==> src/rtl/y86_pkg.sv <==
`default_nettype none
// ============================================================================
// Module      : y86_pkg
// Description : Shared constants and types for the Y86-64 fetch stage:
//               instruction codes, the fetch state encoding and the
//               "no register" specifier.
// Revision    : 1.0 - initial release
// ============================================================================
package y86_pkg;

  // Instruction codes (upper nibble of byte 0)
  localparam logic [3:0] ICODE_HALT   = 4'h0;
  localparam logic [3:0] ICODE_NOP    = 4'h1;
  localparam logic [3:0] ICODE_RRMOVQ = 4'h2;
  localparam logic [3:0] ICODE_IRMOVQ = 4'h3;
  localparam logic [3:0] ICODE_RMMOVQ = 4'h4;
  localparam logic [3:0] ICODE_MRMOVQ = 4'h5;
  localparam logic [3:0] ICODE_OPQ    = 4'h6;
  localparam logic [3:0] ICODE_JXX    = 4'h7;
  localparam logic [3:0] ICODE_CALL   = 4'h8;
  localparam logic [3:0] ICODE_RET    = 4'h9;
  localparam logic [3:0] ICODE_PUSHQ  = 4'hA;
  localparam logic [3:0] ICODE_POPQ   = 4'hB;

  // Register specifier meaning "no register"
  localparam logic [3:0] REG_NONE = 4'hF;

  // Fetch sequencer states
  typedef enum logic [1:0] {
    FETCH_IDLE = 2'd0,
    FETCH_REQ  = 2'd1,
    FETCH_WAIT = 2'd2,
    FETCH_OUT  = 2'd3
  } fetch_state_t;

endpackage
`default_nettype wire

==> src/rtl/y86_instr_len.sv <==
`default_nettype none
// ============================================================================
// Module      : y86_instr_len
// Description : Combinational instruction-format lookup. Maps an icode to
//               its byte length (1/2/9/10), whether byte 1 carries register
//               specifiers, whether a constant is present and the byte index
//               at which the little-endian constant starts.
// Revision    : 1.0 - initial release
// ============================================================================
module y86_instr_len
  import y86_pkg::*;
(
  input  logic [3:0] icode,
  output logic [3:0] len,
  output logic       has_regs,
  output logic       has_valc,
  output logic [3:0] valc_off
);

  // Format decode; unknown icodes are treated as single-byte instructions
  always_comb begin
    len      = 4'd1;
    has_regs = 1'b0;
    has_valc = 1'b0;
    valc_off = 4'd0;
    case (icode)
      ICODE_HALT, ICODE_NOP, ICODE_RET: begin
        len = 4'd1;
      end
      ICODE_RRMOVQ, ICODE_OPQ, ICODE_PUSHQ, ICODE_POPQ: begin
        len      = 4'd2;
        has_regs = 1'b1;
      end
      ICODE_JXX, ICODE_CALL: begin
        len      = 4'd9;
        has_valc = 1'b1;
        valc_off = 4'd1;
      end
      ICODE_IRMOVQ, ICODE_RMMOVQ, ICODE_MRMOVQ: begin
        len      = 4'd10;
        has_regs = 1'b1;
        has_valc = 1'b1;
        valc_off = 4'd2;
      end
      default: begin
        len = 4'd1;
      end
    endcase
  end

endmodule
`default_nettype wire

==> src/rtl/y86_fetch_unit.sv <==
`default_nettype none
// ============================================================================
// Module      : y86_fetch_unit
// Description : Y86-64 sequential fetch stage. Accepts a PC, reads the
//               variable-length instruction one byte per memory request and
//               presents icode/ifun/rA/rB/valC/valP over valid/ready.
//               Optional illegal-icode flagging is enabled by defining
//               FETCH_ICODE_CHECK_EN.
// Revision    : 1.0 - initial release
// ============================================================================
module y86_fetch_unit
  import y86_pkg::*;
#(
  parameter int ADDR_W = 64
) (
  input  logic              clk,
  input  logic              rst_n,
  input  logic [ADDR_W-1:0] pc_in,
  input  logic              pc_valid,
  output logic              pc_ready,
  output logic              mem_req,
  output logic [ADDR_W-1:0] mem_addr,
  input  logic              mem_rvalid,
  input  logic [7:0]        mem_rdata,
  input  logic              mem_err,
  output logic [3:0]        icode,
  output logic [3:0]        ifun,
  output logic [3:0]        rA,
  output logic [3:0]        rB,
  output logic [63:0]       valC,
  output logic [ADDR_W-1:0] valP,
  output logic              instr_valid,
  input  logic              instr_ready,
  output logic              imem_error,
  output logic              instr_invalid
);

  fetch_state_t      r_state;
  fetch_state_t      w_next_state;

  logic [ADDR_W-1:0] r_cur_pc;
  logic [3:0]        r_idx;
  logic [3:0]        r_icode;
  logic [3:0]        r_ifun;
  logic [3:0]        r_ra;
  logic [3:0]        r_rb;
  logic [63:0]       r_valc;
  logic [ADDR_W-1:0] r_valp;
  logic              r_imem_error;
  logic              r_instr_invalid;

  logic [3:0]        w_icode_sel;
  logic [3:0]        w_len;
  logic              w_has_regs;
  logic              w_has_valc;
  logic [3:0]        w_valc_off;
  logic              w_last;
  logic              w_byte_ok;
  logic [2:0]        w_valc_k;
  logic [3:0]        w_err_len;

  // On byte 0 the format must come from the byte arriving now, not the
  // (still cleared) icode register.
  assign w_icode_sel = (r_idx == 4'd0) ? mem_rdata[7:4] : r_icode;

  y86_instr_len u_instr_len (
    .icode    (w_icode_sel),
    .len      (w_len),
    .has_regs (w_has_regs),
    .has_valc (w_has_valc),
    .valc_off (w_valc_off)
  );

  assign w_last    = ((r_idx + 4'd1) == w_len);
  assign w_byte_ok = (r_state == FETCH_WAIT) && mem_rvalid && !mem_err;
  assign w_valc_k  = 3'(r_idx - w_valc_off);
  // Bytes consumed when a fetch aborts; a fault on byte 0 still advances by 1
  assign w_err_len = (r_idx == 4'd0) ? 4'd1 : r_idx;

  // State register
  always_ff @(posedge clk or negedge rst_n) begin
    if (!rst_n) begin
      r_state <= FETCH_IDLE;
    end else begin
      r_state <= w_next_state;
    end
  end

  // Next-state logic: one outstanding byte request at a time
  always_comb begin
    w_next_state = r_state;
    case (r_state)
      FETCH_IDLE: if (pc_valid) w_next_state = FETCH_REQ;
      FETCH_REQ:  w_next_state = FETCH_WAIT;
      FETCH_WAIT: begin
        if (mem_rvalid) begin
          w_next_state = (mem_err || w_last) ? FETCH_OUT : FETCH_REQ;
        end
      end
      FETCH_OUT:  if (instr_ready) w_next_state = FETCH_IDLE;
      default:    w_next_state = FETCH_IDLE;
    endcase
  end

  // Handshake and memory-request outputs decoded from the state
  always_comb begin
    pc_ready    = 1'b0;
    mem_req     = 1'b0;
    mem_addr    = '0;
    instr_valid = 1'b0;
    case (r_state)
      FETCH_IDLE: pc_ready = 1'b1;
      FETCH_REQ: begin
        mem_req  = 1'b1;
        mem_addr = r_cur_pc + ADDR_W'(r_idx);
      end
      FETCH_OUT:  instr_valid = 1'b1;
      default: ;
    endcase
  end

  // Instruction field capture and valP computation
  always_ff @(posedge clk or negedge rst_n) begin
    if (!rst_n) begin
      r_cur_pc        <= '0;
      r_idx           <= 4'd0;
      r_icode         <= 4'd0;
      r_ifun          <= 4'd0;
      r_ra            <= REG_NONE;
      r_rb            <= REG_NONE;
      r_valc          <= 64'd0;
      r_valp          <= '0;
      r_imem_error    <= 1'b0;
      r_instr_invalid <= 1'b0;
    end else begin
      if ((r_state == FETCH_IDLE) && pc_valid) begin
        r_cur_pc        <= pc_in;
        r_idx           <= 4'd0;
        r_icode         <= 4'd0;
        r_ifun          <= 4'd0;
        r_ra            <= REG_NONE;
        r_rb            <= REG_NONE;
        r_valc          <= 64'd0;
        r_valp          <= '0;
        r_imem_error    <= 1'b0;
        r_instr_invalid <= 1'b0;
      end else if ((r_state == FETCH_WAIT) && mem_rvalid && mem_err) begin
        // Faulting byte is discarded; fields fetched so far are kept
        r_imem_error <= 1'b1;
        r_valp       <= r_cur_pc + ADDR_W'(w_err_len);
      end else if (w_byte_ok) begin
        r_idx <= r_idx + 4'd1;
        if (r_idx == 4'd0) begin
          r_icode <= mem_rdata[7:4];
          r_ifun  <= mem_rdata[3:0];
`ifdef FETCH_ICODE_CHECK_EN
          r_instr_invalid <= (mem_rdata[7:4] > ICODE_POPQ);
`endif
        end else if (w_has_regs && (r_idx == 4'd1)) begin
          r_ra <= mem_rdata[7:4];
          r_rb <= mem_rdata[3:0];
        end else if (w_has_valc && (r_idx >= w_valc_off)) begin
          r_valc[{w_valc_k, 3'b000} +: 8] <= mem_rdata;
        end
        if (w_last) begin
          r_valp <= r_cur_pc + ADDR_W'(w_len);
        end
      end
    end
  end

  assign icode         = r_icode;
  assign ifun          = r_ifun;
  assign rA            = r_ra;
  assign rB            = r_rb;
  assign valC          = r_valc;
  assign valP          = r_valp;
  assign imem_error    = r_imem_error;
  assign instr_invalid = r_instr_invalid;

endmodule
`default_nettype wire

==> config.mk <==
export PLATFORM = sky130hd
export DESIGN_NAME = y86_fetch_unit
export DESIGN_NICKNAME = d
export VERILOG_FILES = /design/src/rtl/y86_pkg.sv /design/src/rtl/y86_instr_len.sv /design/src/rtl/y86_fetch_unit.sv
export SDC_FILE = /design/constraint.sdc
export NUM_CORES = 1
export LEC_CHECK = 0
export CAP_MARGIN = 40
export CORE_ASPECT_RATIO = 0.75
export CORE_MARGIN = 2
export CORE_UTILIZATION = 35
export DETAILED_ROUTE_END_ITERATION = 16
export HOLD_SLACK_MARGIN = 0.1
export PLACE_DENSITY_LB_ADDON = 0.2
export SLEW_MARGIN = 20
export SYNTH_ARGS = -nofsm -noshare
export SYNTH_HDL_FRONTEND = slang
export SYNTH_SLANG_ARGS = --single-unit
==> constraint.sdc <==
create_clock -name clk -period 10.78 [get_ports clk]
set_clock_uncertainty 0.15 [all_clocks]
set_input_delay 1.617 -clock clk [delete_from_list [all_inputs] [get_ports clk]]
set_output_delay 1.617 -clock clk [all_outputs]
set_load 0.005 [all_outputs]
# Yosys cells after proc, flatten, opt, wreduce, memory -nomap -nowiden
# Index checks and enable logic that the tools add are counted.
# classes
n_eq_ne	20
muxes	48
n_lt_le_gt_ge	1
n_reduce_logical	28
addsub	6
shifts	2
# op_table
op	n
2-to-1 mux 64 bit	11
adder 64 x 4 -> 64 bit	3
2-to-1 mux 4 bit	22
bitwise mux 64 bit	1
variable shift 8 x 8 -> 64 bit (first input constant)	1
variable part select 8 x 8 -> 64 bit	1
equality test 4 x 3 -> 1 bit (second input constant)	4
equality test 4 bit (second input constant)	3
one-hot mux 4 bit (3 select lines)	1
!= test 2 bit (second input constant)	5
nonzero test 2 bit	5
equality test 4 x 2 -> 1 bit (second input constant)	2
2-to-1 mux 2 bit	4
negation 6 -> 8 bit	1
one-hot mux 2 bit (4 select lines)	1
2-to-1 mux 1 bit	7
OR reduction 7 bit	1
logical AND 1 bit	6
AND reduction 3 bit	2
nonzero test 3 bit	2
AND reduction 5 bit	1
OR reduction 5 bit	1
adder 4 x 1 -> 4 bit (second input constant)	1
equality test 2 bit (second input constant)	2
16 further kinds	17
# word_totals
in_bits	78
register_bits	215

# Depth between registers and ports, before layout
# logic_depth
depth_word	15
mapped_depth	18

# Modules after synthesis
# From an unflattened synthesis, not the netlist that was laid out.
# unflattened
cells_unflattened	1426
hier_area_um2	12280.5
# modules_own_cells
mod	instances	area_per_inst_um2	seq_area_each_um2	cells_each
y86_fetch_unit	1	12127.9	5390.2	1407
y86_instr_len	1	152.6	0.0	19

# Worst setup path before layout
# No wires, ideal clock.
# synth_path
kind	input to register
from	input port mem_rdata[5]
to	register r_valc[0] (netlist: valC[0])
required_ns	10.551
stages	14
arrival_ns	4.390
slack_ns	6.161
setup_time_ns	0.079
cell_sequence	clkbuf_1 o41ai_1 a22o_1 ha_1 inv_1 fa_1 inv_1 ha_1 ha_1 nor2b_1 nand3_1 nor3b_1 buf_2 mux2i_1
# synth_between
elab_chain_len	14
word_cells_on_any_way	34
classes_between	add/sub: 2; order compare: 1; eq/ne: 10; shift: 2; mux: 11; reduce/logical: 8
# synth_rtl
element	line	rtl
from (decl)	y86_fetch_unit.sv:24	input logic [7:0] mem_rdata,
2-to-1 mux 4 bit	--	
equality test 4 x 2 -> 1 bit (tied with other cells)	y86_instr_len.sv:26	case (icode)
OR reduction 3 bit or OR reduction 2 bit (tied branches)	--	
one-hot mux 2 bit (2 select lines)	y86_instr_len.sv:26	
subtractor 3 bit	y86_fetch_unit.sv:76	assign w_valc_k = 3'(r_idx - w_valc_off);
negation 6 -> 8 bit	y86_fetch_unit.sv:163	r_valc[{w_valc_k, 3'b000} +: 8] <= mem_rdata;
variable part select 8 x 8 -> 64 bit or variable shift 8 x 8 -> 64 bit (tied branches)	y86_fetch_unit.sv:163	
bitwise mux 64 bit	y86_fetch_unit.sv:163	
2-to-1 mux 64 bit	y86_fetch_unit.sv:162	end else if (w_has_valc && (r_idx >= w_valc_off)) begin
2-to-1 mux 64 bit	y86_fetch_unit.sv:159	end else if (w_has_regs && (r_idx == 4'd1)) begin
2-to-1 mux 64 bit	y86_fetch_unit.sv:153	if (r_idx == 4'd0) begin
2-to-1 mux 64 bit	y86_fetch_unit.sv:151	end else if (w_byte_ok) begin
2-to-1 mux 64 bit	y86_fetch_unit.sv:147	end else if ((r_state == FETCH_WAIT) && mem_rvalid && mem_err) begin
2-to-1 mux 64 bit	y86_fetch_unit.sv:136	if ((r_state == FETCH_IDLE) && pc_valid) begin
to (signal, indexed assignment)	y86_fetch_unit.sv:163	
to (decl)	y86_fetch_unit.sv:47	logic [63:0] r_valc;
# Parallel ways exist; a longest one is shown, timed or not. The select of a mux whose other input is x is not followed.
# A chain may end at the register's enable or synchronous reset.

# Worst setup path after layout
# layout_path
from	register r_cur_pc[23]
to	output port mem_addr[55]
# layout_between
elab_chain_len	2
# layout_rtl
element	line	rtl
from (decl)	y86_fetch_unit.sv:41	logic [ADDR_W-1:0] r_cur_pc;
from (signal assigned)	y86_fetch_unit.sv:137	r_cur_pc <= pc_in;
adder 64 x 4 -> 64 bit	y86_fetch_unit.sv:115	mem_addr = r_cur_pc + ADDR_W'(r_idx);
2-to-1 mux 64 bit	y86_fetch_unit.sv:111	case (r_state)
to (decl)	y86_fetch_unit.sv:22	output logic [ADDR_W-1:0] mem_addr,
# No other way between the ends.

==> out/metrics.csv <==
stage,metric,value,unit
pwr,share of power burned in registers,36.2,%
yosys,cell taking the most area after synthesis,dfrtp_1,
floorplan,Starting Density,35.5,%
floorplan,Boundary Pins,291,
yosys,"EDFF count, synth",0,
clock_tree,CTS buffer count,24,
layout,Layout area overhead,32.4,%
layout,area of the multi-input gates,6400,sq um
drt,drt via density,5.23,
timing,Rel. slew slack,39.0,%
yosys,Synth Instances,1402,
critical_path,critical setup path kind,flop to primary output,
yosys,ys async rst share,100,%
critical_path,Worst Path Required,9.01,ns
global_routing,global route total overflow,0,
clock_tree,# clock sinks,215,
yosys,top-count cell post-synth,nand2_1,
min_path,beginning of the worst hold path,rA[3]$_DFFE_PN1P_,
floorplan,DIE WIDTH,221,um
layout,Reg area,5390,sq um
min_path,HP Class,flop to flop,
critical_path,worst-path fanout max,7,
timing,worst slew pin tran,0.907,ns
clock_tree,"Hold-fix buffers, CTS",0,
drt,via count,11039,
clock_tree,setup bufs post-CTS,0,
yosys,"Avg Cell Area, Syn",8.79,sq um
global_routing,number of global-route vias before repair,10868,
yosys,Synth warnings,0,
min_path,Hold Path Stages,2,
pwr,P per Cell Area,231,nW/um^2
clock_tree,clock slew at reported path FFs,0.06,ns
timing,period utilization,54.5,%
yosys,post-synthesis compound-gate area fraction,3.77,%
critical_path,R2R Path End,valP[35]$_DFFE_PN0P_,
clock_tree,CTS tree,yes,
clock_tree,H-tree depth,1,
yosys,largest family of logic cells by synthesized area,simple AND/OR/NAND/NOR gates,
layout,Layout Nets,1732,
global_routing,first-pass GRT wire length,66.1,mm
min_path,hold-critical path endpoint,rA[3]$_DFFE_PN1P_,
critical_path,Critical Path Start Type,flop,
global_routing,largest net degree at the start of global routing,82,
drt,drt total wl,42.9,mm
yosys,share of the synthesized area in the top cell type,42.0,%
pwr,switching power,1540,uW
yosys,xor/xnor share of the synthesized area,8.10,%
timing,Fmax achieved,0.170,GHz
placed_design,HPWL after DPL,31.7,mm
critical_path,max incr delay on CP,0.70,ns
yosys,Mapped Area,12300,sq um
outcome,status,completed,
timing,RSZ-0062 raised after global routing,false,
critical_path,CP Cell Sequence,nand3_1 -> or4_1 -> or4_4 -> or3_1 -> or3_1 -> a21oi_1 -> clkdlybuf4s50_1,
timing,"Setup violations, final",0,
global_routing,total global-route track usage,23.3,%
critical_path,FF-to-FF Start,r_idx[1]$_DFFE_PN0P_,
floorplan,core region area,34700,sq um
clock_tree,Clock Tree Root,clkbuf_16,
pwr,combinational power share,41.9,%
timing,TNS Setup,0,ns
placed_design,Inst Count DP,2063,
critical_path,most frequent CP cell,or3_1,
yosys,area share of and/or/nand/nor cells after synthesis,26.4,%
placed_design,port bufs,289,
timing,final hold vios,0,
drt,drt first pass iters,5,
timing,min Tclk post-route,5.88,ns
drt,Routed Antenna Nets,0,
critical_path,Worst setup EP type,primary output,
pwr,Leak,0.00730,uW
pwr,Total Power,3770,uW
global_routing,initial antenna violation count,2,
clock_tree,clk_lat worst skew,0.54,ns
yosys,Synth cell types,59,
floorplan,die area,36700,sq um
yosys,top_reg_cell synth,dfrtp_1,
yosys,synth top area cells,"dfrtp_1 (42%), nand2_1 (12%), mux2i_1 (11%)",
floorplan,die height,166,um
placed_design,RePlAce Congestion,0.936,
pwr,Clk network pwr share,21.9,%
critical_path,reg-to-reg setup timing slack,5.91,ns
layout,proportion of layout cells with a drive suffix above 1,5.14,%
pwr,switch share,40.8,%
pwr,maximum vdd drop,108,uV
critical_path,worst-case reg-to-reg path depth,14,
floorplan,row count,59,
timing,Final Max Slew Viols,0,
yosys,adder-cell share of the synthesized area,2.11,%
yosys,Seq cells post-synth,215,
drt,Avg WL per Cell,20.3,um
yosys,syn nets,1499,
yosys,Post-synth top cells,"nand2_1 (385), dfrtp_1 (207), mux2i_1 (140)",
job,Max Cap Violations,0,
layout,FILL cells,3346,
clock_tree,CTS resizes,0,
drt,DRT iter0 DRCs,1054,
drt,residual DRC count,0,
critical_path,CP Data Arrival Time,4.11,ns
critical_path,Critical-path top delay cell,or4_1,
yosys,"Seq/Total Area, Yosys",43.8,%
layout,non-filler instance count after layout,2111,
yosys,mux share of post-synthesis cell area,11.4,%
pwr,internal power component,2230,uW
clock_tree,CTS Buffer Depth,3,
## cell type report
type                       count  area share (%)
timing repair buffer         306            18.8
clock buffer                  36            4.58
multi-input combinational   1069            39.2
clock inverter                 8           0.299
inverter                      19           0.521
antenna                        1          0.0153
sequential                   215            33.0
tap                          457            3.50
## power by group through the flow
stage                     clock network [uW]  logic [uW]  registers, uW
after floorplan                            0        1080           1180
after detailed placement                   0        1570           1360
final                                    826        1580           1360
after global placement                     0        1540           1360
after global routing                     882        1740           1400
after CTS                                849        1580           1350
## kinds of logic after synthesis
kind of cell / after synthesis
other: 1
muxes: 140
DFF: 215
AOI/OAI and AO/OA: 76
and+or+nand+nor: 719
adders and majority gates: 19
xor gates and xnor gates: 114
buffers and inverters: 118
## stage by stage
step	hold WS (ns)	setup WS, ns	utilization, %	area (sq um)
after floorplan	0.331	6.16	-	12300
after global placement	0.339	5.11	44.4	15400
after detailed placement	0.347	5.06	44.6	15500
after CTS	0.357	4.91	46.9	16300
after global routing	0.389	4.77	47.0	16300
final	0.355	4.90	47.0	16300
## registers in the layout, summed over array words and instances (netlist names)
signal,flops
r_state,2
rB,4
r_cur_pc,64
rA,4
icode,4
valC,64
r_idx,4
imem_error,1
ifun,4
valP,64
## layout by cell type (no fill, tap or decap), types with 5 or more instances in the layout
| cell | n |
|---|---|
| a21oi_1 | 27 |
| and2_1 | 9 |
| and3_1 | 8 |
| and4_1 | 6 |
| buf_4 | 9 |
| clkbuf_16 | 25 |
| clkbuf_8 | 8 |
| clkdlybuf4s50_1 | 288 |
| clkinv_2 | 5 |
| dfrtp_1 | 207 |
| dfstp_2 | 8 |
| ha_1 | 16 |
| inv_1 | 17 |
| mux2i_1 | 140 |
| nand2_1 | 384 |
| nand3_1 | 46 |
| nand3b_1 | 7 |
| nand4_1 | 34 |
| nor2_1 | 110 |
| nor2b_1 | 5 |
| nor3_1 | 46 |
| nor4_1 | 17 |
| o21ai_0 | 26 |
| or3_1 | 14 |
| or4_1 | 5 |
| xnor2_1 | 77 |
| xor2_1 | 37 |
## critical path: cells and delay by family, from the launching register on
kind | cells | cell delay (ns)
buffers and inverters | 1 | 0.56
AO/OA/AOI/OAI | 1 | 0.28
AND/OR/NAND/NOR | 5 | 2.24
flip-flops | 1 | 0.49
## layer usage
metal / GRT usage (%) / routed length [um] / vias up / part of all wire (%)
met3: 5.68 / 3510 / 63 / 8.2
met1: 35.2 / 20000 / 5402 / 47
met2: 32.8 / 18000 / 413 / 42
li1: - / - / 5159 / -
met4: 6.58 / 1320 / 2 / 3.1
met5: 0 / 13 / - / 0.030
## worst max path at each step
stage                                         from                   end  depth (start not counted)
after floorplan                       mem_rdata[5]   valC[0]$_DFFE_PN0P_                         14
after global placement                mem_rdata[6]  valP[52]$_DFFE_PN0P_                         12
after detailed placement              mem_rdata[7]  valP[49]$_DFFE_PN0P_                         12
after CTS                 r_cur_pc[23]$_DFFE_PN0P_          mem_addr[55]                          7
after global routing      r_cur_pc[23]$_DFFE_PN0P_          mem_addr[63]                          7
final                     r_cur_pc[23]$_DFFE_PN0P_          mem_addr[55]                          7
(Power assumes the default switching activity.)
